$ cat config.mk
export PLATFORM = sky130hd
export DESIGN_NAME = mux4_scan_ctrl_flat
export DESIGN_NICKNAME = d
export VERILOG_FILES = /design/src/rtl/mux4_scan_ctrl_pkg.sv /design/src/rtl/mux4_scan_ctrl_if.sv /design/src/rtl/mux4_scan_ctrl_dwell_cnt.sv /design/src/rtl/mux4_scan_ctrl.sv /design/src/flat_wrapper.sv
export SDC_FILE = /design/constraint.sdc
export NUM_CORES = 1
export LEC_CHECK = 0
export ABC_AREA = 0
export BUFFER_PORTS_ARGS = -buffer_cell sky130_fd_sc_hd__buf_4
export CAP_MARGIN = 0
export CORE_MARGIN = 4
export CORE_UTILIZATION = 56
export CTS_CLUSTER_SIZE = 10
export DETAILED_ROUTE_END_ITERATION = 10
export PLACE_DENSITY = 0.87
export RECOVER_POWER = 50
export SLEW_MARGIN = 20
export SYNTH_ARGS = -nofsm -noshare
export SYNTH_HDL_FRONTEND = slang
export SYNTH_SLANG_ARGS = --single-unit
$ cat constraint.sdc
create_clock -name clk -period 3.7 [get_ports clk]
set_input_delay 1.11 -clock clk [delete_from_list [all_inputs] [get_ports clk]]
set_output_delay 1.11 -clock clk [all_outputs]
set_load 0.01 [all_outputs]
$ cat src/rtl/mux4_scan_ctrl_pkg.sv
// ----------------------------------------------------------------------------
// mux4_scan_ctrl_pkg
// Shared definitions for the 4-channel scan controller.
//   - state_e : controller states (IDLE / SETTLE / DONE)
//   - CH_A..CH_D : select codes driven to mux4_1 (code = channel index)
//   - CNT_W : width of the dwell counter
//   - scan_req() : condition that launches a scan from IDLE or DONE
// ----------------------------------------------------------------------------
package mux4_scan_ctrl_pkg;

    typedef enum logic [1:0] {
        ST_IDLE   = 2'd0,
        ST_SETTLE = 2'd1,
        ST_DONE   = 2'd2
    } state_e;

    localparam logic [1:0] CH_A = 2'd0;
    localparam logic [1:0] CH_B = 2'd1;
    localparam logic [1:0] CH_C = 2'd2;
    localparam logic [1:0] CH_D = 2'd3;

    localparam int CNT_W = 4;

    // A scan is launched by an explicit request or by continuous mode.
    function automatic logic scan_req(input logic start, input logic cont);
        return start | cont;
    endfunction

endpackage

$ cat src/rtl/mux4_scan_ctrl_if.sv
// ----------------------------------------------------------------------------
// mux4_scan_ctrl_if
// Bundle between a scan requester (master) and the scan controller (slave).
//   start   : request one scan
//   cont    : continuous scanning
//   mux_out : output of the mux4_1 being scanned
//   s       : select driven to mux4_1
//   busy    : scan in progress
//   done    : one-cycle pulse, data just updated
//   data    : last complete scan, data[i] = sample of channel i
// ----------------------------------------------------------------------------
interface mux4_scan_ctrl_if;

    logic       start;
    logic       cont;
    logic       mux_out;
    logic [1:0] s;
    logic       busy;
    logic       done;
    logic [3:0] data;

    modport master (
        output start, cont, mux_out,
        input  s, busy, done, data
    );

    modport slave (
        input  start, cont, mux_out,
        output s, busy, done, data
    );

endinterface

$ cat src/rtl/mux4_scan_ctrl_dwell_cnt.sv
// ----------------------------------------------------------------------------
// dwell_cnt
// Settle-time counter for the scan controller. Counts 0..DWELL-1 and wraps;
// held at zero while i_clr is high.
//   clk, reset : clock, synchronous active-high reset
//   i_clr      : synchronous clear (counter idles at 0)
//   o_tc       : terminal count, high while count == DWELL-1
// ----------------------------------------------------------------------------
module dwell_cnt
#(
    parameter int DWELL = 2
)
(
    input  logic clk,
    input  logic reset,
    input  logic i_clr,
    output logic o_tc
);

    import mux4_scan_ctrl_pkg::*;

    localparam logic [CNT_W-1:0] TC_VAL = CNT_W'(DWELL - 1);

    logic [CNT_W-1:0] r_cnt;

    // NOTE: sequential state uses non-blocking (<=) so every flop samples
    // pre-edge values regardless of process ordering.
    always_ff @(posedge clk) begin
        if (reset || i_clr) begin
            r_cnt <= '0;
        end else if (r_cnt == TC_VAL) begin
            r_cnt <= '0;
        end else begin
            r_cnt <= r_cnt + 1'b1;
        end
    end

    assign o_tc = (r_cnt == TC_VAL);

endmodule

$ cat src/rtl/mux4_scan_ctrl.sv
// ----------------------------------------------------------------------------
// mux4_scan_ctrl
// Steps the select of a mux4_1 through channels 0..3, holding each for DWELL
// cycles, samples mux_out at the end of each dwell and publishes the four
// bits as one word with a one-cycle done pulse.
//   DWELL : cycles per channel before sampling (1..15)
//   clk   : clock
//   reset : synchronous active-high reset
//   bus   : slave side of mux4_scan_ctrl_if (start, cont, mux_out in;
//           s, busy, done, data out)
// All outputs come from registers or from state decode only.
// ----------------------------------------------------------------------------
module mux4_scan_ctrl
#(
    parameter int DWELL = 2
)
(
    input  logic              clk,
    input  logic              reset,
    mux4_scan_ctrl_if.slave   bus
);

    import mux4_scan_ctrl_pkg::*;

    state_e     r_state;
    state_e     w_state_nxt;
    logic [1:0] r_s;
    logic [2:0] r_shadow;
    logic [3:0] r_data;

    logic       w_in_settle;
    logic       w_tc;
    logic       w_sample;
    logic       w_req;

    assign w_in_settle = (r_state == ST_SETTLE);
    assign w_sample    = w_in_settle && w_tc;
    assign w_req       = scan_req(bus.start, bus.cont);

    // Counter idles at zero outside SETTLE so every scan starts with cnt=0.
    dwell_cnt #(
        .DWELL (DWELL)
    ) u_dwell_cnt (
        .clk   (clk),
        .reset (reset),
        .i_clr (!w_in_settle),
        .o_tc  (w_tc)
    );

    // ------------------------------------------------------------------
    // FSM
    // ------------------------------------------------------------------
    always_ff @(posedge clk) begin
        if (reset) begin
            r_state <= ST_IDLE;
        end else begin
            r_state <= w_state_nxt;
        end
    end

    // NOTE: next state defaults to the current state before the case, so
    // every path assigns it and no latch is inferred.
    always_comb begin
        w_state_nxt = r_state;
        unique case (r_state)
            ST_IDLE: begin
                if (w_req) begin
                    w_state_nxt = ST_SETTLE;
                end
            end
            ST_SETTLE: begin
                if (w_sample && (r_s == CH_D)) begin
                    w_state_nxt = ST_DONE;
                end
            end
            ST_DONE: begin
                // start in SETTLE is never queued; only a request present
                // now in DONE chains a back-to-back scan.
                w_state_nxt = w_req ? ST_SETTLE : ST_IDLE;
            end
            default: begin
                w_state_nxt = ST_IDLE;
            end
        endcase
    end

    // ------------------------------------------------------------------
    // Select, shadow and published word
    // ------------------------------------------------------------------
    // NOTE: the shadow bits are reset along with everything else so that a
    // scan aborted by reset leaves no partial samples behind.
    always_ff @(posedge clk) begin
        if (reset) begin
            r_s      <= CH_A;
            r_shadow <= '0;
            r_data   <= '0;
        end else if (w_sample) begin
            if (r_s == CH_D) begin
                // Last channel goes straight into the word; the partial
                // scan in the shadow is never visible on data.
                r_data <= {bus.mux_out, r_shadow};
                r_s    <= CH_A;
            end else begin
                r_shadow[r_s] <= bus.mux_out;
                r_s           <= r_s + 2'd1;
            end
        end
    end

    assign bus.s    = r_s;
    assign bus.busy = w_in_settle;
    assign bus.done = (r_state == ST_DONE);
    assign bus.data = r_data;

endmodule

$ cat src/flat_wrapper.sv
// flat-port wrapper written by rule: the top's interface ports become plain ports
module mux4_scan_ctrl_flat import mux4_scan_ctrl_pkg::*;
#(
    parameter int DWELL = 2
)
  (clk, reset, bus_start, bus_cont, bus_mux_out, bus_s, bus_busy, bus_done, bus_data);
  mux4_scan_ctrl_if bus_i ();
  input  logic clk;
  input  logic reset;
  input wire logic [$bits(bus_i.start)-1:0] bus_start;
  input wire logic [$bits(bus_i.cont)-1:0] bus_cont;
  input wire logic [$bits(bus_i.mux_out)-1:0] bus_mux_out;
  output wire logic [$bits(bus_i.s)-1:0] bus_s;
  output wire logic [$bits(bus_i.busy)-1:0] bus_busy;
  output wire logic [$bits(bus_i.done)-1:0] bus_done;
  output wire logic [$bits(bus_i.data)-1:0] bus_data;
  assign bus_i.start = bus_start;
  assign bus_i.cont = bus_cont;
  assign bus_i.mux_out = bus_mux_out;
  assign bus_s = bus_i.s;
  assign bus_busy = bus_i.busy;
  assign bus_done = bus_i.done;
  assign bus_data = bus_i.data;
  mux4_scan_ctrl #(.DWELL(DWELL)) u_core (.clk(clk), .reset(reset), .bus(bus_i));
endmodule
==> impl_metrics.ini <==
[status]
status = complete, no violations

[cells_and_area]
syn_to_final_growth_pct = 16.75
mostFrequentLayoutCells = 15 x dfxtp_1, 11 x buf_4, 8 x nand2b_1
drive_above_1_share = 0.2299
fin_util = 0.7297
layout_commonest_cell = dfxtp_1
fillers = 86
n_antenna_cell = 0
final_nets = 99

[die]
design.core.area_sq_um = 1171
rows = 12
die_w_microns = 44.16
dieArea_sq_um = 1950
start_util = 0.6250
ioPinCount = 13
die_h_microns = 44.16

[clock_network]
clk_latency_ns = 0.28
clockBufferDepth = 2
postCtsHoldBufs = 0
htreeDepth = 1
cts_root_buf = clkbuf_4
clk_pin_slew_ns = 0.08
cts.sinks = 15
post_cts_buffers = 0
cts_tree = done
cts_buffers = 3
cts_resized = 0

[global_routing]
grt_max_degree = 14
first_global_vias = 520
grt_pass1_wl_microns = 2325
track_usage = 0.1689
antenna_found_initial = 0
overflow = 0

[sta]
setup_tns_ns = 0
finalHoldViolCount = 0
finalCritPeriodShare = 0.5892
worst_slack_ns = 1.520
setup_violations = 0
fmax_ghz = 0.4587
fin_crit_ns = 2.180
worst_slew_pin_slew_ns = 0.4180
rsz0062_at_grt = false
drv_slew = 0
hold_ws_ns = 0.4811
relSlewSlack = 0.7214
skew_ns = 0.0005955

[worst_setup_path]
r2r_cells = 4
end_kind = output pin
cp.required_ns = 2.59
start_kind = flip-flop
cpPeakStageDelay_ns = 0.45
cpMaxStageDelayCell = dfxtp_1
critPathKind = reg -> out
path_cells = and2b_1, buf_4
cp.arrival_ns = 1.07
critPathMaxFanout = 7

[power]
vdd_ir_drop_max_mv = 0.2592
p_comb_frac = 0.115
p_int_mw = 0.2237
leakage_nw = 0.3790
powerDensity_nw_per_um2 = 346.6
swShare = 0.2445
power_mw = 0.2962
p_sw_mw = 0.07241
pwr-share-clk = 0.305
p_seq_frac = 0.580

[synth]
synth_area_sq_um = 732.0
yosysSeqAreaShare = 0.4103
syn_avg_cell_area_sq_um = 10.03
ys_ff_latch = 15
yosysWarnings = 0
synth_cells = 73
synth_nets = 84
ys_types = 24

[route]
detail_route.wl_per_cell_microns = 13.66
ant_nets = 0
via_per_inst = 5.267
drtPass1Iterations = 4
wl_microns = 1380
drtIter0Drc = 7
vias = 532
drc = 0

[placed_design]
gp_congestion = 0.7189
hpwl_microns = 1028
portBuffers = 12
dp_slack_ns = 1.656

[hold_path]
hold_path.class = reg -> reg
hold_depth = 1

[flow_run]
maxCapViolations = 0
[synth_stat cells]
cell       count  area (sq um)
clkbuf_1       1         3.750
nand4bb_1      1         11.26
ha_1           6         75.07
nor2_1         4         15.01
buf_2          1         5.000
nand2_1        1         3.750
o32ai_1        1         8.760
nor2_2         3         18.77
a21oi_1        2         10.01
nand3_1        6         30.03
and2_4         1         8.760
and2b_1        1         7.510
xnor2_1        1         8.760
nand2b_1       8         50.05
xor2_1         1         8.760
inv_1          4         15.01
a21o_1         1         7.510
or3b_1         1         8.760
mux2i_1        7         70.07
and4bb_2       1         12.51
o21ai_0        2         10.01
nor2b_1        3         18.77
dfxtp_1       15         300.3
nor4b_4        1         23.77
[state kept, by name (all words and copies together), names as in the netlist]
signal                    flops
u_core.bus.data               4
u_core.r_state                2
u_core.bus.s                  2
u_core.r_shadow               3
u_core.u_dwell_cnt.r_cnt      4
[through the flow]
step | area [sq um] | cells
after floorplan | 732.0 | 73
final | 854.6 | 101
after CTS | 858.3 | 101
after detailed placement | 830.8 | 97
after global placement | 830.8 | 97
after global routing | 854.6 | 101
[power by group through the flow]
stage | Clock (mW) | Combinational (mW) | Sequential [mW]
after floorplan | 0 | 0.0230 | 0.174
after global placement | 0 | 0.0329 | 0.175
after detailed placement | 0 | 0.0340 | 0.175
after CTS | 0.0925 | 0.0349 | 0.172
after global routing | 0.107 | 0.0376 | 0.173
final | 0.0903 | 0.0342 | 0.172
[critical path: cells and delay by family, from the launching register on]
family	cells	cell delay, ns
buffers and inverters	1	0.13
DFF	1	0.45
and+or+nand+nor	1	0.21
[worst paths after layout]
| path | start | end | slack [ns] |
|---|---|---|---|
| worst max-delay path | u_core.r_state[0] | bus_done | 1.52 |
| worst min-delay path | u_core.u_dwell_cnt.r_cnt[0] | u_core.u_dwell_cnt.r_cnt[0] | 0.48 |
| worst max register to register | u_core.u_dwell_cnt.r_cnt[0] | u_core.bus.data[3] | 2.36 |
| worst min register to register | u_core.u_dwell_cnt.r_cnt[0] | u_core.u_dwell_cnt.r_cnt[0] | 0.48 |
[routing by layer]
layer | global-route usage | share of wire | up-vias
li1 | - | - | 272
met2 | 0.2645 | 0.49 | 14
met5 | 0 | 0 | -
met1 | 0.1975 | 0.43 | 242
met4 | 0.1145 | 0.022 | 0
met3 | 0.04878 | 0.049 | 4
[logic make-up after synthesis]
logic type	Yosys count	share of synthesized area
DFF	15	0.4103
muxes	7	0.09573
xor gates and xnor gates	2	0.02394
AOI/OAI and AO/OA	6	0.04958
and+or+nand+nor	31	0.2855
adders and majority gates	6	0.1026
buffers and inverters	6	0.03246
[area by class of cell]
cell class / count / area (sq um) / area share
Clock buffer: 3 / 22.52 / 0.02635
Clock inverter: 1 / 5.005 / 0.005857
Inverter: 4 / 15.01 / 0.01757
Multi-Input combinational cell: 52 / 407.9 / 0.4773
Sequential cell: 15 / 300.3 / 0.3514
Tap cell: 14 / 17.52 / 0.02050
Timing Repair Buffer: 12 / 86.33 / 0.1010
Power figures use the tool's default switching activity.
